===== config.mk =====
export PLATFORM = sky130hd
export DESIGN_NAME = output_weight_update_flat
export DESIGN_NICKNAME = d
export VERILOG_FILES = /design/src/rtl/idann_pkg.sv /design/src/rtl/output_weight_update_if.sv /design/src/rtl/output_weight_update_weight_step.sv /design/src/rtl/output_weight_update.sv /design/src/flat_wrapper.sv
export SDC_FILE = /design/constraint.sdc
export NUM_CORES = 1
export LEC_CHECK = 0
export ABC_CLOCK_PERIOD_IN_PS = 10900
export CORE_ASPECT_RATIO = 1.2
export CORE_MARGIN = 8
export CORE_UTILIZATION = 45
export CTS_BUF_LIST = sky130_fd_sc_hd__clkbuf_2 sky130_fd_sc_hd__clkbuf_4 sky130_fd_sc_hd__clkbuf_8
export CTS_CLUSTER_DIAMETER = 150
export CTS_CLUSTER_SIZE = 10
export DETAILED_ROUTE_END_ITERATION = 8
export GPL_ROUTABILITY_DRIVEN = 0
export PLACE_DENSITY_LB_ADDON = 0.3
export SYNTH_ARGS = -nofsm -noshare
export SYNTH_HDL_FRONTEND = slang
export SYNTH_SLANG_ARGS = --single-unit

===== constraint.sdc =====
create_clock -name clk_i -period 10.9 [get_ports clk_i]
set_input_delay 1.635 -clock clk_i [delete_from_list [all_inputs] [get_ports clk_i]]
set_output_delay 1.635 -clock clk_i [all_outputs]
set_load 0.005 [all_outputs]

===== src/rtl/idann_pkg.sv =====
// Shared widths, reset weights, FSM encoding and saturation helpers for the
// output-layer backward-pass stage.
package idann_pkg;

   localparam int N_HID      = 8;
   localparam int X_WIDTH    = 10;
   localparam int Y_WIDTH    = 23;
   localparam int T_WIDTH    = 10;
   localparam int ERR_WIDTH  = 12;
   localparam int W_WIDTH    = 8;
   localparam int LR_SHIFT   = 4;
   localparam int IDX_WIDTH  = 3;
   localparam int DIFF_WIDTH = 24;

   // w0 sits in the least-significant byte
   localparam logic [N_HID*W_WIDTH-1:0] INIT_OW =
      {8'd8, 8'd7, 8'd6, 8'd5, 8'd4, 8'd3, 8'd2, 8'd1};

   typedef enum logic [1:0] {IDLE, CAPTURE, UPDATE, DONE} state_t;

   function automatic logic signed [ERR_WIDTH-1:0] sat_err(input logic signed [DIFF_WIDTH-1:0] d);
      if (d > 24'sd2047)
         return 12'h7FF;
      else if (d < -24'sd2048)
         return 12'h800;
      else
         return $signed(d[ERR_WIDTH-1:0]);
   endfunction

   function automatic logic signed [W_WIDTH-1:0] sat_w(input logic signed [DIFF_WIDTH-1:0] s);
      if (s > 24'sd127)
         return 8'h7F;
      else if (s < -24'sd128)
         return 8'h80;
      else
         return $signed(s[W_WIDTH-1:0]);
   endfunction

endpackage


===== src/rtl/output_weight_update_if.sv =====
// Bus between the training controller and the output-weight update stage.
// The master drives target, result and activations; the slave returns weights and status.
interface output_weight_update_if;
   import idann_pkg::*;

   logic                       start_i;
   logic [T_WIDTH-1:0]         target_i;
   logic [Y_WIDTH-1:0]         y_i;
   logic [N_HID*X_WIDTH-1:0]   x_i;
   logic [N_HID*W_WIDTH-1:0]   w_o;
   logic                       busy_o;
   logic                       done_o;
   logic [IDX_WIDTH-1:0]       idx_o;

   modport master (
      output start_i, target_i, y_i, x_i,
      input  w_o, busy_o, done_o, idx_o
   );

   modport slave (
      input  start_i, target_i, y_i, x_i,
      output w_o, busy_o, done_o, idx_o
   );

endinterface


===== src/rtl/output_weight_update_weight_step.sv =====
// Combinational single-weight step: w_new = sat_w(w + ((err * x) >>> LR_SHIFT)).
// Zero latency; no flow control.
module weight_step
   import idann_pkg::*;
(
   input  logic signed [W_WIDTH-1:0]   w,
   input  logic signed [ERR_WIDTH-1:0] err,
   input  logic        [X_WIDTH-1:0]   x,
   output logic signed [W_WIDTH-1:0]   w_new
);

   localparam int P_WIDTH = ERR_WIDTH + X_WIDTH + 1;

   logic signed [P_WIDTH-1:0]    err_ext;
   logic signed [P_WIDTH-1:0]    x_ext;
   logic signed [P_WIDTH-1:0]    prod;
   logic signed [P_WIDTH-1:0]    delta;
   logic signed [DIFF_WIDTH-1:0] sum;

   // x is unsigned, so it gets a zero sign bit before the signed multiply
   assign err_ext = {{(P_WIDTH-ERR_WIDTH){err[ERR_WIDTH-1]}}, err};
   assign x_ext   = {{(P_WIDTH-X_WIDTH){1'b0}}, x};
   assign prod    = err_ext * x_ext;
   assign delta   = prod >>> LR_SHIFT;
   assign sum     = {{(DIFF_WIDTH-W_WIDTH){w[W_WIDTH-1]}}, w}
                  + {{(DIFF_WIDTH-P_WIDTH){delta[P_WIDTH-1]}}, delta};
   assign w_new   = sat_w(sum);

endmodule


===== src/rtl/output_weight_update.sv =====
// Output-layer weight update: captures error and activations on start, then updates one weight per cycle.
// Start-to-done takes 10 cycles; en_i low freezes everything and start_i is ignored while busy.
module output_weight_update
   import idann_pkg::*;
(
   input  logic                 clk_i,
   input  logic                 rst_i,
   input  logic                 en_i,
   output_weight_update_if.slave bus
);

   state_t                      state_q, state_d;
   logic [IDX_WIDTH-1:0]        k_q;
   logic signed [ERR_WIDTH-1:0] err_q;
   logic [X_WIDTH-1:0]          x_q [N_HID];
   logic signed [W_WIDTH-1:0]   w_q [N_HID];
   logic signed [W_WIDTH-1:0]   w_new;
   logic signed [DIFF_WIDTH-1:0] diff;
   logic                        busy, done;
   logic [IDX_WIDTH-1:0]        idx;

   assign diff = {{(DIFF_WIDTH-T_WIDTH){1'b0}}, bus.target_i}
               - {{(DIFF_WIDTH-Y_WIDTH){1'b0}}, bus.y_i};

   always_ff @(posedge clk_i) begin
      if (rst_i)
         state_q <= IDLE;
      else if (en_i)
         state_q <= state_d;
   end

   always_comb begin
      state_d = state_q;
      case (state_q)
         IDLE:    if (bus.start_i) state_d = CAPTURE;
         CAPTURE: state_d = UPDATE;
         UPDATE:  if (k_q == IDX_WIDTH'(N_HID-1)) state_d = DONE;
         DONE:    state_d = IDLE;
         default: state_d = IDLE;
      endcase
   end

   always_comb begin
      busy = 1'b0;
      done = 1'b0;
      idx  = '0;
      case (state_q)
         CAPTURE: busy = 1'b1;
         UPDATE: begin
            busy = 1'b1;
            idx  = k_q;
         end
         DONE:    done = 1'b1;
         default: ;
      endcase
   end

   weight_step u_step (
      .w     (w_q[k_q]),
      .err   (err_q),
      .x     (x_q[k_q]),
      .w_new (w_new)
   );

   // k wraps back to 0 after the last weight, ready for the next pass
   always_ff @(posedge clk_i) begin
      if (rst_i) begin
         k_q   <= '0;
         err_q <= '0;
         for (int i = 0; i < N_HID; i++) begin
            x_q[i] <= '0;
            w_q[i] <= $signed(INIT_OW[i*W_WIDTH +: W_WIDTH]);
         end
      end else if (en_i) begin
         case (state_q)
            CAPTURE: begin
               k_q   <= '0;
               err_q <= sat_err(diff);
               for (int i = 0; i < N_HID; i++)
                  x_q[i] <= bus.x_i[i*X_WIDTH +: X_WIDTH];
            end
            UPDATE: begin
               w_q[k_q] <= w_new;
               k_q      <= k_q + 1'b1;
            end
            default: ;
         endcase
      end
   end

   for (genvar g = 0; g < N_HID; g++) begin : g_wout
      assign bus.w_o[g*W_WIDTH +: W_WIDTH] = w_q[g];
   end

   assign bus.busy_o = busy;
   assign bus.done_o = done;
   assign bus.idx_o  = idx;

endmodule


===== src/flat_wrapper.sv =====
// flat-port wrapper written by rule: the top's interface ports become plain ports
module output_weight_update_flat import idann_pkg::*;
  (clk_i, rst_i, en_i, bus_start_i, bus_target_i, bus_y_i, bus_x_i, bus_w_o, bus_busy_o, bus_done_o, bus_idx_o);
  output_weight_update_if bus_i ();
  input  logic clk_i;
  input  logic rst_i;
  input  logic en_i;
  input wire logic [$bits(bus_i.start_i)-1:0] bus_start_i;
  input wire logic [$bits(bus_i.target_i)-1:0] bus_target_i;
  input wire logic [$bits(bus_i.y_i)-1:0] bus_y_i;
  input wire logic [$bits(bus_i.x_i)-1:0] bus_x_i;
  output wire logic [$bits(bus_i.w_o)-1:0] bus_w_o;
  output wire logic [$bits(bus_i.busy_o)-1:0] bus_busy_o;
  output wire logic [$bits(bus_i.done_o)-1:0] bus_done_o;
  output wire logic [$bits(bus_i.idx_o)-1:0] bus_idx_o;
  assign bus_i.start_i = bus_start_i;
  assign bus_i.target_i = bus_target_i;
  assign bus_i.y_i = bus_y_i;
  assign bus_i.x_i = bus_x_i;
  assign bus_w_o = bus_i.w_o;
  assign bus_busy_o = bus_i.busy_o;
  assign bus_done_o = bus_i.done_o;
  assign bus_idx_o = bus_i.idx_o;
  output_weight_update u_core (.clk_i(clk_i), .rst_i(rst_i), .en_i(en_i), .bus(bus_i));
endmodule

---- Yosys cells after proc, flatten, opt, wreduce, memory -nomap -nowiden ----
Memory sizes are Yosys's and may differ from the RTL's. A register that Yosys moved wholly into a read port is not among the register bits.
Index checks and enable logic that the tools add are counted.
storage, ports and cells
  flip-flop bits (word level) ............. 17
  bits in latches ......................... 0
  RAM bits ................................ 144
  ROM bits ................................ 0
  output and inout bits ................... 69
  logic and storage cells ................. 70
  memories kept ........................... 2
memories
  name        words  width  rd ports  clocked after memory_dff  wr ports  line                        text
  u_core.x_q  8      10     1         1                         8         output_weight_update.sv:15  logic [X_WIDTH-1:0] x_q [N_HID];
  u_core.w_q  8      8      9         1                         8         output_weight_update.sv:16  logic signed [W_WIDTH-1:0] w_q [N_HID];
operators by class
  $add $sub $neg .......................... 3
  $mul .................................... 1
  div/mod/pow operators ................... 0
  $lt $le $gt $ge ......................... 4
  equal/unequal tests ..................... 6
  shift operators ......................... 0
  multiplexer cells ....................... 36
  bitwise operators ....................... 8
  reductions and logical operators ........ 7
operators by type and width
  kind                                                                    count
  10-bit two-way mux                                                      8
  24-bit by 12-bit > comparator with 1-bit output, second input constant  1
  24-bit by 12-bit < comparator with 1-bit output, second input constant  1
  12-bit two-way mux                                                      2
  8-bit two-way mux                                                       3
  10-bit by 23-bit subtractor with 24-bit output                          1
  12-bit by 11-bit multiplier with 23-bit output                          1
  8-bit by 19-bit adder with 20-bit output                                1
  20-bit by 8-bit > comparator with 1-bit output, second input constant   1
  20-bit by 8-bit < comparator with 1-bit output, second input constant   1
  3-bit two-way mux                                                       6
  1-bit two-way mux                                                       13
  1-bit OR                                                                8
  2-bit case mux with 4 select lines                                      1
  8-bit OR reduction                                                      1
  3-bit case mux with 2 select lines                                      1
  2-bit equality test, second input constant                              2
  2-bit two-way mux                                                       2
  2-bit AND reduction                                                     2
  3-bit by 1-bit adder with 3-bit output, second input constant           1
  3-bit equality test, second input constant                              1
  3-bit AND reduction                                                     1
  2-bit by 1-bit equality test with 1-bit output, second input constant   1
  2-bit logical NOT                                                       1
  4 further kinds                                                         4

---- Depth between registers and ports, before layout ----
  depth in word-level cells ............... 7
  depth in mapped cells ................... 36
  depth with buffers taken out ............ 31

---- Hierarchy ----
From an unflattened synthesis, not the netlist that was laid out.
unflattened totals
  cells, all modules ...................... 1278
  area, all modules ....................... 13900.8 µm²
by module, submodules not included
  module                instances  cells each  area each (µm²)  sequential area each (µm²)
  output_weight_update  1          587         8045.2           4724.5
  weight_step           1          691         5855.6           0.0

---- Worst setup path before layout ----
OpenSTA, ideal clock, no wires.
  path type ............................... reg2reg
  from .................................... register with a tool-made name
  to ...................................... memory u_core.w_q[1][1], data pin
  library setup time ...................... 0.294 ns
  data arrival time ....................... 8.073 ns
  setup slack ............................. 2.534 ns
  stages on the path, launching flop included .. 31
  buffers on the path ..................... 4
  cells stage by stage .................... dfxtp_1 buf_2 buf_2 mux4_2 mux2_2 clkbuf_1 and2_1 fa_1 fa_1 fa_1 fa_1 inv_1 fa_1 inv_1 ha_1 or3_1 or2_1 a31o_1 a21oi_1 xnor2_1 ha_1 a211oi_1 nand2_1 a21oi_1 nand2_1 o311ai_1 nand4_1 o31a_1 buf_2 a21oi_2 nand3_1
RTL lines
  item              line
  end: declaration  output_weight_update.sv:16

==> results.txt <==
Least-Margin Pin Slew - 1.31 ns
Met2 WL post-DR - 17400 um
Cts bufs inserted - 17
Seq pwr share - 0.454
Die area - 36700 um^2
Yosys warns - 0
Via Count - 9921
Vias in the first global route - 10600
Synth Register Bits - 164
Chip width - 176 um
Hold buffer count at cts - 0
Post-DRT Antenna Nets - 0
Setup Buffers After CTS - 0
Grt ovf - 0
Clock group share of total power - 0.283
Htree depth - 4
Top sig layer - met4
Nets - 1786
CTS root buffer - clkbuf_8
Avg Cell Area, Syn - 10.6 um^2
Max Fclk - 108 MHz
Syn Inst Count - 1310
Pwr per Cell Area - 97.3 nW/um^2
Worst Path Arrival - 9.41 ns
Post-DP HPWL - 26600 um
Final Skew - 0.0109 ns
I/O Buffers - 185
Seq/Total Area, Yosys - 0.341
DRC violations left - 0
Commonest cells after routing, fill and taps aside - 185 x clkdlybuf4s50_1, 178 x inv_1, 144 x edfxtp_1, 115 x fa_1, 109 x nand2_1
Drt first pass iters - 7
Async S/R FF share, synth - 0
N_diodes - 0
Drt total wl - 33000 um
Status - complete, no violations
WP data required - 11.07 ns
Core Box Area - 30400 um^2
Top-area cell type share of the netlist area - 0.312
Pwr Total - 1.60 mW
Synth Net Count - 1628
Dpl ws - 1.75 ns
Ranking of synthesized cells by area - edfxtp_1 31%, fa_1 17%, ha_1 7.8%, mux4_2 5.8%, inv_1 4.8%
Max_cap viols - 0
CTS tree - done
Critical setup path kind - reg -> reg
Hold Path Class - reg -> reg
Initial antenna violation count - 0
# clock sinks - 164
Clock slew at reported path FFs - 0.08 ns
Hold Fails Final Rpt - 0
Main synth FF type - edfxtp_1
Met1 WL - 13400 um
Worst skew pair latency - 0.47 ns
Fin crit share - 0.847
Synthesized area - 13900 um^2
Met3 wire length - 1550 um
Number of synthesized flops with an enable pin - 144
First-pass GRT wire length - 53700 um
Num ports - 186
Setup violators final - 0
Die Y - 208 um
CP Capture Type - flip-flop
Row cnt - 70
Net Sw Power - 0.485 mW
Critical path launch point type - flip-flop
Iter 0 DRT Violations - 560
Share of cells above drive strength 1 - 0.0756
Slew margin rel. - 0.104
Worst-path fanout max - 15
Clock tree buffer depth - 2
Setup TNS - 0 ns
Power share of the combinational group - 0.263
RSZ-0062 raised after global routing - false
Vias per cell - 5.29
Unique masters post-synth - 77
Gr usage total - 0.181
Commonest non-fill, non-tap cell in the layout - clkdlybuf4s50_1
Pins Over Slew Limit - 0
Largest net degree at the start of global routing - 81
Layout overhead on the synthesized area - 18.7%
# resized after CTS - 0
# fillers - 2629
Switching part of the total power - 0.303
Internal power - 1.12 mW
Worst vdd ir - 0.0000906 V
Final worst slack - 1.66 ns
Leak - 6.88 nW
WL/cell - 17.6 um
Initial core utilization - 0.456
Largest area contributor in the netlist - edfxtp_1
Final Critical Period - 9.24 ns
## sequential cells by signal, indices dropped and copies added, names as in the netlist, named ones only
signal and cells:
u_core.err_q 12, u_core.k_q 3, u_core.state_q 2, u_core.x_q 80, u_core.w_q 64
## worst paths after layout
check	from	to	slack [ns]	cells after the start
max reg2reg	flip-flop	u_core.w_q[1][1]$_SDFFCE_PN1P_	1.66	26
min reg2reg	u_core.state_q[1]$_SDFFE_PP0P_	u_core.state_q[1]$_SDFFE_PP0P_	0.56	2
max	flip-flop	u_core.w_q[1][1]$_SDFFCE_PN1P_	1.66	26
min	u_core.state_q[1]$_SDFFE_PP0P_	u_core.state_q[1]$_SDFFE_PP0P_	0.56	2
## synth_stat cells, types with 22 or more instances
cell / n
edfxtp_1: 144
nand2_1: 109
fa_1: 115
nor2b_1: 65
mux4_2: 36
nor2_1: 90
and2_1: 85
ha_1: 86
xnor2_1: 39
clkbuf_1: 38
inv_1: 179
nand2b_1: 22
a21oi_1: 51
nand3_1: 22
## per-layer routing
metal | vias up | GRT usage
met5 | - | 0
met3 | 51 | 0.0333
met1 | 4895 | 0.218
li1 | 4712 | -
met2 | 263 | 0.322
met4 | 0 | 0.0562
## worst max-delay path: stages, from the launching register on
cell	delay [ns]
dfxtp_2	0.67
mux4_2	0.57
mux2i_1	1.02
nor2b_1	0.13
ha_1	0.36
fa_1	0.53
fa_1	0.53
fa_1	0.56
inv_1	0.06
fa_1	0.54
inv_1	0.04
ha_1	0.27
or3_1	0.41
or2_1	0.23
a31o_1	0.22
a21oi_1	0.17
xnor2_1	0.14
ha_1	0.30
a211oi_1	0.32
nand2_1	0.16
a21oi_1	0.19
nand2_1	0.07
o311ai_1	0.29
nand4_1	0.13
o31a_1	0.49
a21oi_2	0.42
nand3_1	0.12
## cell type report
type / instances / area [um^2] / area share
clock buffers: 18 / 241 / 0.0147
clock inverters: 14 / 159 / 0.00966
inverters: 179 / 672 / 0.0408
multi-input cells: 914 / 8260 / 0.502
flip-flops and latches: 164 / 4730 / 0.287
well taps: 396 / 495 / 0.0301
repair buffers: 192 / 1900 / 0.116
## kinds of logic after synthesis
logic type / Yosys count / synth area share
adder cells (fa/ha/maj): 201 / 0.244
multiplexers: 57 / 0.0766
AND/OR/NAND/NOR: 443 / 0.163
XOR/XNOR: 50 / 0.0316
buffers and inverters: 232 / 0.0645
AO/OA/AOI/OAI: 163 / 0.0798
flip-flops: 164 / 0.341
## power groups by stage
stage          combinational, mW  clock (mW)  sequential [mW]
6_report                   0.422       0.453            0.727
5_1_grt                    0.465       0.480            0.730
4_1_cts                    0.424       0.460            0.728
3_5_place_dp               0.421           0            0.742
3_3_place_gp               0.414           0            0.740
2_1_floorplan              0.287           0            0.736
## per-stage QoR
| step | cell area [um^2] | instances | utilization | hold slack, ns |
|---|---|---|---|---|
| after floorplan | 13900 | 1310 | - | 0.443 |
| after global placement | 16100 | 1845 | 0.528 | 0.553 |
| after detailed placement | 16100 | 1845 | 0.528 | 0.558 |
| after CTS | 16500 | 1877 | 0.541 | 0.570 |
| after global routing | 16500 | 1877 | 0.541 | 0.637 |
| final | 16500 | 1877 | 0.541 | 0.560 |
Power figures use the tool's default switching activity.
==> RTL edit: new RTL, same settings <==
Add an input register stage for `en_i`, without a reset; this delays it by one clock. The other inputs are not delayed to match. Comments in the files are not updated.
--- a/src/rtl/output_weight_update.sv
+++ b/src/rtl/output_weight_update.sv
@@ -8,6 +8,12 @@
    input  logic                 en_i,
    output_weight_update_if.slave bus
 );
+
+   logic en_q;
+
+   always_ff @(posedge clk_i) begin
+      en_q <= en_i;
+   end
 
    state_t                      state_q, state_d;
    logic [IDX_WIDTH-1:0]        k_q;
@@ -25,7 +31,7 @@
    always_ff @(posedge clk_i) begin
       if (rst_i)
          state_q <= IDLE;
-      else if (en_i)
+      else if (en_q)
          state_q <= state_d;
    end
 
@@ -71,7 +77,7 @@
             x_q[i] <= '0;
             w_q[i] <= $signed(INIT_OW[i*W_WIDTH +: W_WIDTH]);
          end
-      end else if (en_i) begin
+      end else if (en_q) begin
          case (state_q)
             CAPTURE: begin
                k_q   <= '0;
Behaviour: not the same (a bounded check fails within 4 cycles, from zero or initial values and one cycle with rst_i high).
==> RTL edit against the original RTL <==
  * Die area rose by 0.45%
  * Via count grew 0.78%
  * Area after synthesis is 0.50% higher
  * Wire length rose by 0.51%
  * Worst setup slack got worse by 58 ps
  * First-iteration DRC count down 2.0%
  * Sequential cell count rose by 1
  * Final area is 1.1% higher
  * Total power rose by 7.5%
  * Critical path depth did not move
  * Count of clock-buffer cells in the layout is 1 lower
  * Sequential power rose by 0.7%
  * Largest cell class unchanged
  * Largest power group unchanged
==> RTL edit: results (changes against the original RTL) <==
* Run status: finished clean (unchanged)
* EDFF count, synth at 144 (unchanged)
* Top flop regs: u_core.x_q: 80 flops, u_core.w_q: 64 flops, u_core.err_q: 12 flops (unchanged)
* Share of cells above drive strength 1 at 7.95% (was 7.56%)
* First drt pass iteration count at 5 (was 7)
* Syn Nets at 1616 (was 1628)
* Post-DP HPWL at 26800 um (was 26600 um)
* Final Instance Count excl. Fillers at 1867 (was 1877)
* Top post-synthesis cells by area: edfxtp_1, fa_1, ha_1, mux4_2, inv_1 (unchanged)
* Crit path max fanout at 16 (was 15)
* Initial drt markers at 549 (was 560)
* CTS H-tree lvls at 4 (unchanged)
* Top post-synthesis cells by count: inv_1, edfxtp_1, fa_1, nand2_1, and2_1 (was inv_1, edfxtp_1, fa_1, nand2_1, nor2_1)
* Synth Instances at 1298 (was 1310)
* Area share of the largest cell type after synthesis at 31.0% (was 31.2%)
* VDD IR max at 91.4 uV (was 90.6 uV)
* Via/cell ratio at 5.36 (was 5.29)
* Worst slew pin tran at 1100 ps (was 1310 ps)
* Latest clock arrival within the worst-skew pair at 480 ps
* Largest net degree at the start of global routing at 67 (was 81)
* Post-CTS setup buffer count at 0 (unchanged)
* Synth unique cells at 73 (was 77)
* WL final at 33200 um (was 33000 um)
* ANT cells at 0 (unchanged)
* Sequential share of the synthesized area at 34.0% (was 34.1%)
* Final hold vios at 0 (unchanged)
* Clock tree root buffer cell: clkbuf_8 (unchanged)
* CP arrival at 9470 ps (was 9410 ps)
* I/O Buffers at 185 (unchanged)
* Leak at 6.98 nW (was 6.88 nW)
* Clock Skew at 15.2 ps (was 10.9 ps)
* GRT Util Overall at 18.2% (was 18.1%)
* Synth async-reset ratio at 0% (unchanged)
* Antenna violations before repair at 0 (unchanged)
* CTS resizes at 0 (unchanged)
* Dpl cells at 1835 (was 1845)
* First-pass GRT wire length at 53800 um (was 53700 um)
[RTL edit: cell types whose count changed after synthesis, moves of 6 or more]
cell	change
and2_1	+16
o21ai_0	+16
nor2_1	-15
nor2b_1	-14
o21ai_1	-11
buf_2	-8
nor3_1	+7
clkbuf_1	+6
nand2_1	-6
[RTL edit: final cells by class]
| type | count | area (sq um) |
|---|---|---|
| Fill cell | 2713 | 13800 |
| Multi-Input combinational cell | 907 | 8340 |
| Sequential cell | 165 | 4750 |
| Timing Repair Buffer | 191 | 1900 |
| Inverter | 176 | 661 |
| Tap cell | 396 | 495 |
| Clock inverter | 15 | 262 |
| Clock buffer | 17 | 234 |
[RTL edit: through the flow]
step	worst slack [ps]	cell area, sq um	hold WS, ps	power (W)
after floorplan	2060	13900	518	0.00105
after detailed placement	1530	16100	562	0.00119
after global placement	1750	16100	549	0.00118
after CTS	1530	16600	575	0.00173
after global routing	849	16600	619	0.00180
final	1610	16600	573	0.00172
[RTL edit: routing by layer]
metal	track usage (%)	vias up	wire, um
met3	3.46	47	1560
met5	0	-	0
met1	22.3	4966	13800
li1	-	4719	-
met4	5.72	0	771
met2	31.7	266	17100
[RTL edit: final timing paths]
kind | startpoint | to | slack (ps) | cells after the start
max | flop | u_core.w_q[4][0] | 1610 | 26
min | u_core.state_q[0] | u_core.state_q[0] | 570 | 2
max reg2reg | flop | u_core.w_q[4][0] | 1610 | 26
min reg2reg | u_core.state_q[0] | u_core.state_q[0] | 570 | 2
[RTL edit: logic make-up after synthesis]
group / synth area share (%)
flip-flops: 34.0
AND/OR/NAND/NOR: 15.8
XOR/XNOR: 3.20
multiplexers: 7.62
adder cells (fa/ha/maj): 24.2
AO/OA/AOI/OAI: 8.91
buffers and inverters: 6.16
[RTL edit: power breakdown]
part           internal, W  total (W)  switching [W]  leakage, nW
Combinational     0.000192   0.000444       0.000253         5.11
Clock             0.000303   0.000546       0.000243        0.253
Sequential        0.000718   0.000732      0.0000137         1.62
[RTL edit: worst max-delay path: stages (launching register included)]
cell and delay, ps:
dfxtp_2 680, mux4_2 570, mux2i_1 860, nor2b_1 120, ha_1 370, fa_1 530
inv_1 50, fa_1 510, fa_1 520, fa_1 550, inv_1 40, ha_1 220
o41ai_1 650, o21ai_1 240, o21a_1 210, nor2_1 110, xnor2_1 80, ha_1 390
nand2_1 70, o21ai_0 370, nor2_1 130, a21oi_1 290, o211ai_1 250, nor3b_1 400
nand3b_4 260, a22oi_4 390, nand3_1 120
